### src/rtl/vga_timing_gen.sv
`default_nettype none
// +----------------------------------------------------------------------------+
// | Module      : vga_timing_gen                                               |
// | Description : VGA raster timing generator. Counts pixels (x) and lines (y) |
// |               over a full frame including porches and sync. It decodes     |
// |               active/hsync/vsync, and it pulses frame_start at each frame  |
// |               origin. It also counts completed frames.                     |
// | Ports       : clk          - pixel clock                                   |
// |               rst_n        - asynchronous active-low reset                 |
// |               ena          - advance enable (counters hold when low)       |
// |               x, y         - current horizontal / vertical position        |
// |               active       - pixel lies in the visible area                |
// |               hsync, vsync - active-low sync pulses                        |
// |               frame_start  - one-cycle pulse at (0,0) after a frame wrap   |
// |               frame_count  - completed frames, modulo 256                  |
// | Options     : VGA_SYNC_DELAY_EN - register active/hsync/vsync so that they |
// |               lag x,y by one enabled cycle (registered pixel pipeline)     |
// | Revision    : 1.0 - initial release                                        |
// +----------------------------------------------------------------------------+
module vga_timing_gen #(
  parameter int H_VISIBLE = 640,
  parameter int H_FRONT   = 16,
  parameter int H_SYNC    = 96,
  parameter int H_BACK    = 48,
  parameter int V_VISIBLE = 480,
  parameter int V_FRONT   = 10,
  parameter int V_SYNC    = 2,
  parameter int V_BACK    = 33
) (
  input  logic       clk,
  input  logic       rst_n,
  input  logic       ena,
  output logic [9:0] x,
  output logic [9:0] y,
  output logic       active,
  output logic       hsync,
  output logic       vsync,
  output logic       frame_start,
  output logic [7:0] frame_count
);

  localparam int H_TOTAL = H_VISIBLE + H_FRONT + H_SYNC + H_BACK;
  localparam int V_TOTAL = V_VISIBLE + V_FRONT + V_SYNC + V_BACK;

  localparam logic [9:0] X_LAST     = 10'(H_TOTAL - 1);
  localparam logic [9:0] Y_LAST     = 10'(V_TOTAL - 1);
  localparam logic [9:0] X_VIS_END  = 10'(H_VISIBLE);
  localparam logic [9:0] Y_VIS_END  = 10'(V_VISIBLE);
  localparam logic [9:0] X_HS_START = 10'(H_VISIBLE + H_FRONT);
  localparam logic [9:0] X_HS_END   = 10'(H_VISIBLE + H_FRONT + H_SYNC);
  localparam logic [9:0] Y_VS_START = 10'(V_VISIBLE + V_FRONT);
  localparam logic [9:0] Y_VS_END   = 10'(V_VISIBLE + V_FRONT + V_SYNC);

  logic [9:0] x_q, x_d;
  logic [9:0] y_q, y_d;
  logic [7:0] fc_q, fc_d;
  logic       fs_q, fs_d;
  logic       x_wrap;
  logic       frame_wrap;
  logic       active_w, hsync_w, vsync_w;

  // Next-state logic for the raster counters and the frame bookkeeping.
  always_comb begin
    x_wrap     = (x_q == X_LAST);
    frame_wrap = x_wrap && (y_q == Y_LAST);
    x_d        = x_q;
    y_d        = y_q;
    fc_d       = fc_q;
    fs_d       = fs_q;
    if (ena) begin
      x_d = x_wrap ? 10'd0 : x_q + 10'd1;
      if (x_wrap) begin
        y_d = (y_q == Y_LAST) ? 10'd0 : y_q + 10'd1;
      end
      // The pulse flag is armed only by a genuine frame wrap, so a reset
      // (which also lands on (0,0)) never arms it.
      fs_d = frame_wrap;
      if (frame_wrap) begin
        fc_d = fc_q + 8'd1;
      end
    end
  end

  always_ff @(posedge clk or negedge rst_n) begin
    if (!rst_n) begin
      x_q  <= 10'd0;
      y_q  <= 10'd0;
      fc_q <= 8'd0;
      fs_q <= 1'b0;
    end else begin
      x_q  <= x_d;
      y_q  <= y_d;
      fc_q <= fc_d;
      fs_q <= fs_d;
    end
  end

  // Position decode from the current counter values.
  always_comb begin
    active_w = (x_q < X_VIS_END) && (y_q < Y_VIS_END);
    hsync_w  = !((x_q >= X_HS_START) && (x_q < X_HS_END));
    vsync_w  = !((y_q >= Y_VS_START) && (y_q < Y_VS_END));
  end

`ifdef VGA_SYNC_DELAY_EN
  logic active_q, hsync_q, vsync_q;

  // Alignment stage: advances only with the counters so the lag stays at
  // exactly one enabled cycle even across stalls.
  always_ff @(posedge clk or negedge rst_n) begin
    if (!rst_n) begin
      active_q <= 1'b0;
      hsync_q  <= 1'b1;
      vsync_q  <= 1'b1;
    end else if (ena) begin
      active_q <= active_w;
      hsync_q  <= hsync_w;
      vsync_q  <= vsync_w;
    end
  end

  assign active = active_q;
  assign hsync  = hsync_q;
  assign vsync  = vsync_q;
`else
  assign active = active_w;
  assign hsync  = hsync_w;
  assign vsync  = vsync_w;
`endif

  assign x           = x_q;
  assign y           = y_q;
  assign frame_count = fc_q;
  // The flag stays armed through a stall and is shown only in the first enabled
  // cycle at the origin. That cycle's edge then clears it.
  assign frame_start = fs_q & ena;

endmodule
`default_nettype wire

### config.mk
export PLATFORM = sky130hd
export DESIGN_NAME = vga_timing_gen
export DESIGN_NICKNAME = d
export VERILOG_FILES = /design/src/rtl/vga_timing_gen.sv
export SDC_FILE = /design/constraint.sdc
export NUM_CORES = 1
export LEC_CHECK = 0
export CAP_MARGIN = 20
export CORE_MARGIN = 4
export CORE_UTILIZATION = 46
export CTS_CLUSTER_SIZE = 30
export DETAILED_ROUTE_END_ITERATION = 6
export PLACE_DENSITY = 0.74
export SLEW_MARGIN = 20
export SYNTH_ARGS = -nofsm -noshare
export SYNTH_HDL_FRONTEND = slang
export SYNTH_SLANG_ARGS = --single-unit
### constraint.sdc
create_clock -name clk -period 3.8 [get_ports clk]
set_input_delay 0.76 -clock clk [delete_from_list [all_inputs] [get_ports clk]]
set_output_delay 0.76 -clock clk [all_outputs]
set_load 0.05 [all_outputs]
==> impl_metrics.xml, run 1 <==
<?xml version="1.0" encoding="UTF-8"?>
<metrics>
  <group name="outcome">
    <metric name="status" unit="">finished, final reports clean</metric>
  </group>
  <group name="routing">
    <metric name="detail_route.drc_violations" unit="">0</metric>
    <metric name="drt-vias-per-instance" unit="">5.46</metric>
    <metric name="highest_layer" unit="">met4</metric>
    <metric name="postRouteWirelength" unit="mm">3.28</metric>
    <metric name="detailroute.wirelength.met3" unit="um">161</metric>
    <metric name="post_drt_wl_per_cell" unit="um">14.1</metric>
    <metric name="met2_wirelength" unit="mm">1.61</metric>
    <metric name="drt_iter0_drc" unit="">86</metric>
    <metric name="route.vias.total" unit="">1266</metric>
    <metric name="drt.antenna.violating_nets" unit="">0</metric>
    <metric name="detail_route.first_pass.iterations" unit="">4</metric>
    <metric name="met1_length" unit="mm">1.44</metric>
  </group>
  <group name="die">
    <metric name="chipWidth" unit="um">66.4</metric>
    <metric name="floorplan.io_pins" unit="">35</metric>
    <metric name="dieArea" unit="um^2">4400</metric>
    <metric name="fp.dieH" unit="um">66.4</metric>
    <metric name="floorplan.initialDensity" unit="%">49.7</metric>
    <metric name="placement_rows" unit="">20</metric>
    <metric name="core_region_area" unit="um^2">3150</metric>
  </group>
  <group name="worst_setup_path">
    <metric name="critPathRequiredTime" unit="ps">3040</metric>
    <metric name="critPathCaptureType" unit="">output port</metric>
    <metric name="timing.critical_path.cells" unit="">clkdlybuf4s50_1, buf_4, and2_1, clkdlybuf4s50_1</metric>
    <metric name="cp.arrival" unit="ps">2310</metric>
    <metric name="crit_path_start_kind" unit="">input port</metric>
    <metric name="critical_path.n_buffers_inverters" unit="">3</metric>
    <metric name="worstPathMaxFanout" unit="">12</metric>
    <metric name="crit_path_max_incr_delay" unit="ps">800</metric>
    <metric name="critPathSlowestCell" unit="">clkdlybuf4s50_1</metric>
    <metric name="timing.critical_path.mode_cell" unit="">clkdlybuf4s50_1</metric>
    <metric name="timing_worst_setup_path_type" unit="">input port to output port</metric>
    <metric name="cpLargestDelayFamily" unit="">buffers and inverters</metric>
  </group>
  <group name="hold_path">
    <metric name="holdCritPathClass" unit="">register to register</metric>
  </group>
  <group name="global_route">
    <metric name="global_route_wire_length_before_repair" unit="mm">5.64</metric>
    <metric name="grtUsageTotal" unit="%">17.1</metric>
    <metric name="antenna_found_initial" unit="">0</metric>
    <metric name="globalRouteOverflowTotal" unit="">0</metric>
    <metric name="grt_max_degree" unit="">30</metric>
    <metric name="via_count_of_the_first_global_routing_pass" unit="">1222</metric>
  </group>
  <group name="yosys">
    <metric name="ys_seq_elements" unit="">29</metric>
    <metric name="synth.net_count" unit="">158</metric>
    <metric name="synth.top_cell.area_share" unit="%">46.3</metric>
    <metric name="yosysSeqAreaShare" unit="%">46.3</metric>
    <metric name="netlist.top_cell.by_area" unit="">dfrtp_1</metric>
    <metric name="synth.cell_area" unit="um^2">1570</metric>
    <metric name="synthDistinctLibCells" unit="">37</metric>
    <metric name="post_synth_main_area_contributors" unit="">dfrtp_1 (46%), xnor2_1 (5.0%), xor2_1 (4.5%)</metric>
    <metric name="yosysWarningCount" unit="">0</metric>
    <metric name="synthesis.area_per_instance" unit="um^2">10.4</metric>
    <metric name="syn-instance-count" unit="">150</metric>
  </group>
  <group name="timing">
    <metric name="fmaxAchievable" unit="MHz">325</metric>
    <metric name="setup_viol" unit="">0</metric>
    <metric name="period_needed" unit="ps">3070</metric>
    <metric name="timing_hold_violations_final" unit="">0</metric>
    <metric name="fin_skew" unit="ps">13.9</metric>
    <metric name="final-max-slew-violation-count" unit="">0</metric>
    <metric name="max_slew.worst_pin.slew" unit="ps">522</metric>
    <metric name="setup_slack" unit="ps">725</metric>
    <metric name="worst_slew_margin_rel" unit="%">65.1</metric>
    <metric name="period_share" unit="%">80.9</metric>
    <metric name="rsz0062_at_grt" unit="">no</metric>
    <metric name="tns" unit="ps">0</metric>
  </group>
  <group name="clock_network">
    <metric name="cts_max_level" unit="">2</metric>
    <metric name="tritoncts.num_buffers" unit="">5</metric>
    <metric name="ctsRootBufferMaster" unit="">clkbuf_4</metric>
    <metric name="cts-hold-fix-buffers" unit="">0</metric>
    <metric name="worstSkewPairLatency" unit="ps">340</metric>
    <metric name="clock_sinks" unit="">29</metric>
    <metric name="clockBufferDepth" unit="">2</metric>
    <metric name="cts_tree" unit="">yes</metric>
    <metric name="cts_resized" unit="">0</metric>
    <metric name="cts_post_setup_buffers_inserted" unit="">0</metric>
    <metric name="clk_pin_slew" unit="ps">100</metric>
  </group>
  <group name="power">
    <metric name="powerDensity" unit="nW/um^2">404</metric>
    <metric name="leakage" unit="nW">0.918</metric>
    <metric name="vdd.ir_drop.worst" unit="uV">375</metric>
  </group>
  <group name="place">
    <metric name="place_hpwl" unit="mm">2.30</metric>
    <metric name="pre_cts_slack" unit="ps">721</metric>
    <metric name="finalWeightedCongestion" unit="">0.802</metric>
    <metric name="port_buffers" unit="">34</metric>
  </group>
  <group name="layout">
    <metric name="antenna-diode-count" unit="">0</metric>
    <metric name="layout-drive-gt1-share" unit="%">9.57</metric>
    <metric name="final_cell_mix" unit="">clkdlybuf4s50_1 (34), dfrtp_1 (29), nand2_1 (13)</metric>
    <metric name="layout.cells.most_common" unit="">clkdlybuf4s50_1</metric>
    <metric name="finish.net_count" unit="">195</metric>
    <metric name="area_growth" unit="%">26.7</metric>
  </group>
  <group name="run">
    <metric name="max-cap-violations" unit="">0</metric>
  </group>
</metrics>
-- where the power goes --
group / switching (mW) / leakage, nW / internal (mW)
logic: 0.147 / 0.515 / 0.0795
clock network: 0.113 / 0.0320 / 0.0703
registers: 0.0567 / 0.371 / 0.336
-- cell type report --
type	count	area [um^2]
Clock buffer	6	41.3
Clock inverter	2	10.0
Fill cell	286	1170
Inverter	11	41.3
Multi-Input combinational cell	104	756
Sequential cell	29	726
Tap cell	44	55.1
Timing Repair Buffer	36	355
-- flip-flops by register name, summed over array words and instances (netlist names) --
| signal | flops |
|---|---|
| frame_count | 8 |
| fs_q | 1 |
| x | 10 |
| y | 10 |
-- worst paths after layout --
check                           slack [ps]      startpoint             end  cells after the start
worst max-delay path                   730             ena     frame_start                      4
worst min-delay path                   470  frame_count[7]  frame_count[7]                      1
worst max register to register        1850            y[1]  frame_count[1]                      6
worst min register to register         470  frame_count[7]  frame_count[7]                      1
max in group asynchronous             2730           rst_n            y[8]                      2
min in group asynchronous              790           rst_n            x[0]                      2
-- through the flow --
stage,power [mW],util (%),hold slack (ps),cell area [um^2],std cells
after floorplan,0.540,-,464,1570,150
after global placement,0.619,61.3,457,1930,224
after detailed placement,0.626,61.3,460,1930,224
after CTS,0.809,62.9,477,1980,232
after global routing,0.849,62.9,484,1980,232
final,0.803,62.9,467,1980,232
-- cell families after synthesis --
kind of cell	synth area share (%)
AOI/OAI and AO/OA	5.83
xor gates and xnor gates	9.51
adders and majority gates	3.99
buffers and inverters	5.43
DFF	46.3
muxes	2.64
and+or+nand+nor	26.3
-- cell usage after synthesis (all sizes together) --
library cell   n
a21bo          1
nor4           5
xor2           8
nand3          7
nor3b          1
mux2i          3
clkbuf         2
o21a           1
dfrtp         29
nand2b         1
and4b          1
nand2         13
and2           2
and3b          1
nor2           5
ha             5
xnor2          9
o22ai          3
inv           11
nor3           6
mux2           1
o21ai          4
a31oi          2
a21boi         1
nand4         12
a21oi          3
and4bb         2
or3            2
buf            4
and3           5
-- layer usage --
metal / GRT usage (%) / vias to the layer above
met2: 27.0 / 32
met5: 0 / -
li1: - / 599
met1: 20.4 / 628
met4: 8.63 / 0
met3: 6.12 / 7
-- worst register-to-register path: stages, from the launching register on --
cell and delay, ps:
dfrtp_1 460, inv_1 110, ha_1 170, and4bb_2 260, nand4_4 250, nor2_1 260
mux2_2 350
(Power assumes the default switching activity.)
==> inputs of run 2 (changes only) <==
- CORE_UTILIZATION: 46 -> 45
- PLACE_DENSITY: 0.74 -> 0.75
- clock period: 3.8 -> 2.5 ns (I/O delays scaled with it)
==> run 2 against run 1 <==
  * Flip-flop and latch count did not move
  * Setup slack got worse by 430 ps
  * Total power rose by 52%
  * Non-clock buffer count rose by 1
  * Die area rose by 2.0%
==> impl_metrics.xml, run 2 (same netlist as run 1, synthesis figures left out) <==
<?xml version="1.0" encoding="UTF-8"?>
<metrics>
  <group name="global_route">
    <metric name="global_routing_s_busiest_layer" unit="">met2</metric>
    <metric name="via_count_of_the_first_global_routing_pass" unit="">1221</metric>
    <metric name="grt_max_degree" unit="">30</metric>
    <metric name="grt.met3_usage" unit="%">5.23</metric>
    <metric name="groute.layer.met2.usage" unit="%">26.6</metric>
    <metric name="globalRouteOverflowTotal" unit="">0</metric>
    <metric name="antenna_found_initial" unit="">0</metric>
    <metric name="global_route_wire_length_before_repair" unit="mm">5.49</metric>
    <metric name="grtUsageTotal" unit="%">16.3</metric>
    <metric name="use_met1" unit="%">20.2</metric>
  </group>
  <group name="die">
    <metric name="placement_rows" unit="">21</metric>
    <metric name="chipWidth" unit="um">67</metric>
    <metric name="core_region_area" unit="um^2">3340</metric>
    <metric name="fp.dieH" unit="um">67</metric>
    <metric name="floorplan.initialDensity" unit="%">46.9</metric>
    <metric name="dieArea" unit="um^2">4490</metric>
    <metric name="floorplan.io_pins" unit="">35</metric>
  </group>
  <group name="worst_setup_path">
    <metric name="worstPathMaxFanout" unit="">7</metric>
    <metric name="timing.critical_path.cells" unit="">clkdlybuf4s50_1</metric>
    <metric name="critPathCaptureType" unit="">output port</metric>
    <metric name="timing_worst_setup_path_type" unit="">register to output port</metric>
    <metric name="critPathSlowestCell" unit="">clkdlybuf4s50_1</metric>
    <metric name="crit_path_start_kind" unit="">register</metric>
    <metric name="critPathRequiredTime" unit="ps">2000</metric>
    <metric name="crit_path_max_incr_delay" unit="ps">870</metric>
    <metric name="critical_path.n_buffers_inverters" unit="">1</metric>
    <metric name="cp.arrival" unit="ps">1700</metric>
    <metric name="cpLargestDelayFamily" unit="">buffers and inverters</metric>
  </group>
  <group name="layout">
    <metric name="finish.net_count" unit="">196</metric>
    <metric name="antenna-diode-count" unit="">0</metric>
    <metric name="layout-drive-gt1-share" unit="%">11.7</metric>
    <metric name="layout.cells.most_common" unit="">clkdlybuf4s50_1</metric>
    <metric name="area_growth" unit="%">28.4</metric>
    <metric name="nFillCells" unit="">298</metric>
    <metric name="final_cell_mix" unit="">clkdlybuf4s50_1 (30), dfrtp_1 (29), nand2_1 (13)</metric>
  </group>
  <group name="outcome">
    <metric name="status" unit="">finished, final reports clean</metric>
  </group>
  <group name="timing">
    <metric name="setup_viol" unit="">0</metric>
    <metric name="worst_slew_margin_rel" unit="%">66.1</metric>
    <metric name="tns" unit="ps">0</metric>
    <metric name="period_needed" unit="ps">2200</metric>
    <metric name="setup_slack" unit="ps">299</metric>
    <metric name="fmaxAchievable" unit="MHz">454</metric>
    <metric name="max_slew.worst_pin.slew" unit="ps">507</metric>
    <metric name="period_share" unit="%">88.0</metric>
    <metric name="final-max-slew-violation-count" unit="">0</metric>
    <metric name="timing_hold_violations_final" unit="">0</metric>
    <metric name="fin_skew" unit="ps">7.43</metric>
    <metric name="worst_hold_slack" unit="ps">468</metric>
    <metric name="rsz0062_at_grt" unit="">no</metric>
  </group>
  <group name="routing">
    <metric name="postRouteWirelength" unit="mm">3.26</metric>
    <metric name="drt-vias-per-instance" unit="">5.39</metric>
    <metric name="post_drt_wl_per_cell" unit="um">13.9</metric>
    <metric name="route.vias.total" unit="">1261</metric>
    <metric name="drt_iter0_drc" unit="">51</metric>
    <metric name="detail_route.first_pass.iterations" unit="">4</metric>
    <metric name="detail_route.drc_violations" unit="">0</metric>
    <metric name="drt.antenna.violating_nets" unit="">0</metric>
  </group>
  <group name="clock_network">
    <metric name="ctsRootBufferMaster" unit="">clkbuf_4</metric>
    <metric name="clockBufferDepth" unit="">2</metric>
    <metric name="worstSkewPairLatency" unit="ps">320</metric>
    <metric name="cts_tree" unit="">yes</metric>
    <metric name="cts_max_level" unit="">2</metric>
    <metric name="tritoncts.num_buffers" unit="">5</metric>
    <metric name="clk_pin_slew" unit="ps">80</metric>
    <metric name="clock_sinks" unit="">29</metric>
  </group>
  <group name="power">
    <metric name="vdd.ir_drop.worst" unit="uV">267</metric>
    <metric name="leakage" unit="nW">0.927</metric>
    <metric name="powerDensity" unit="nW/um^2">605</metric>
  </group>
  <group name="place">
    <metric name="place_hpwl" unit="mm">2.38</metric>
    <metric name="finalWeightedCongestion" unit="">0.806</metric>
    <metric name="port_buffers" unit="">34</metric>
    <metric name="pre_cts_slack" unit="ps">276</metric>
  </group>
  <group name="run">
    <metric name="max-cap-violations" unit="">0</metric>
  </group>
  <group name="hold_path">
    <metric name="holdCritPathClass" unit="">register to register</metric>
  </group>
</metrics>
## run 2: path summary, 6_finish.rpt
check                      cells past startpoint           start  slack (ps)             end
max in group asynchronous                      2           rst_n        1680            x[3]
min                                            1  frame_count[7]         470  frame_count[7]
max reg2reg                                    6            y[0]         570  frame_count[1]
min reg2reg                                    1  frame_count[7]         470  frame_count[7]
max                                            1            y[2]         300            y[2]
min in group asynchronous                      2           rst_n         560            x[8]
## run 2: per-layer routing
layer,vias up,routed length [um]
li1,602,-
met1,627,1460
met2,26,1620
met3,6,126
met4,0,46
met5,-,0
## run 2: what timing repair did
| action | CTS | global route |
|---|---|---|
| buffers inserted | 0 | 0 |
| gates resized for setup | 0 | 1 |
| hold buffers | 0 | 0 |
| endpoints found under the setup margin | 0 | 1 |
## run 2: power breakdown
group	total, mW	switching [mW]	internal [mW]
combinational	0.344	0.223	0.121
clock	0.280	0.148	0.133
sequential	0.593	0.0820	0.511
total	1.22	0.453	0.765
## run 2: per-stage QoR
step                utilization (%)  instance area, um^2  cells  total power [mW]
floorplan                         -                 1570    150             0.821
global placement               58.5                 1950    227             0.937
detailed placement             58.5                 1950    227             0.947
CTS                            60.2                 2010    234              1.23
global route                   60.3                 2010    234              1.28
finish                         60.3                 2010    234              1.22
## run 2: layout make-up
type / instances / area (um^2) / area share, %
clock buffers: 7 / 55.1 / 2.74
well taps: 46 / 57.6 / 2.86
flip-flops and latches: 29 / 726 / 36.1
repair buffers: 37 / 370 / 18.4
multi-input cells: 104 / 761 / 37.8
inverters: 11 / 41.3 / 2.05
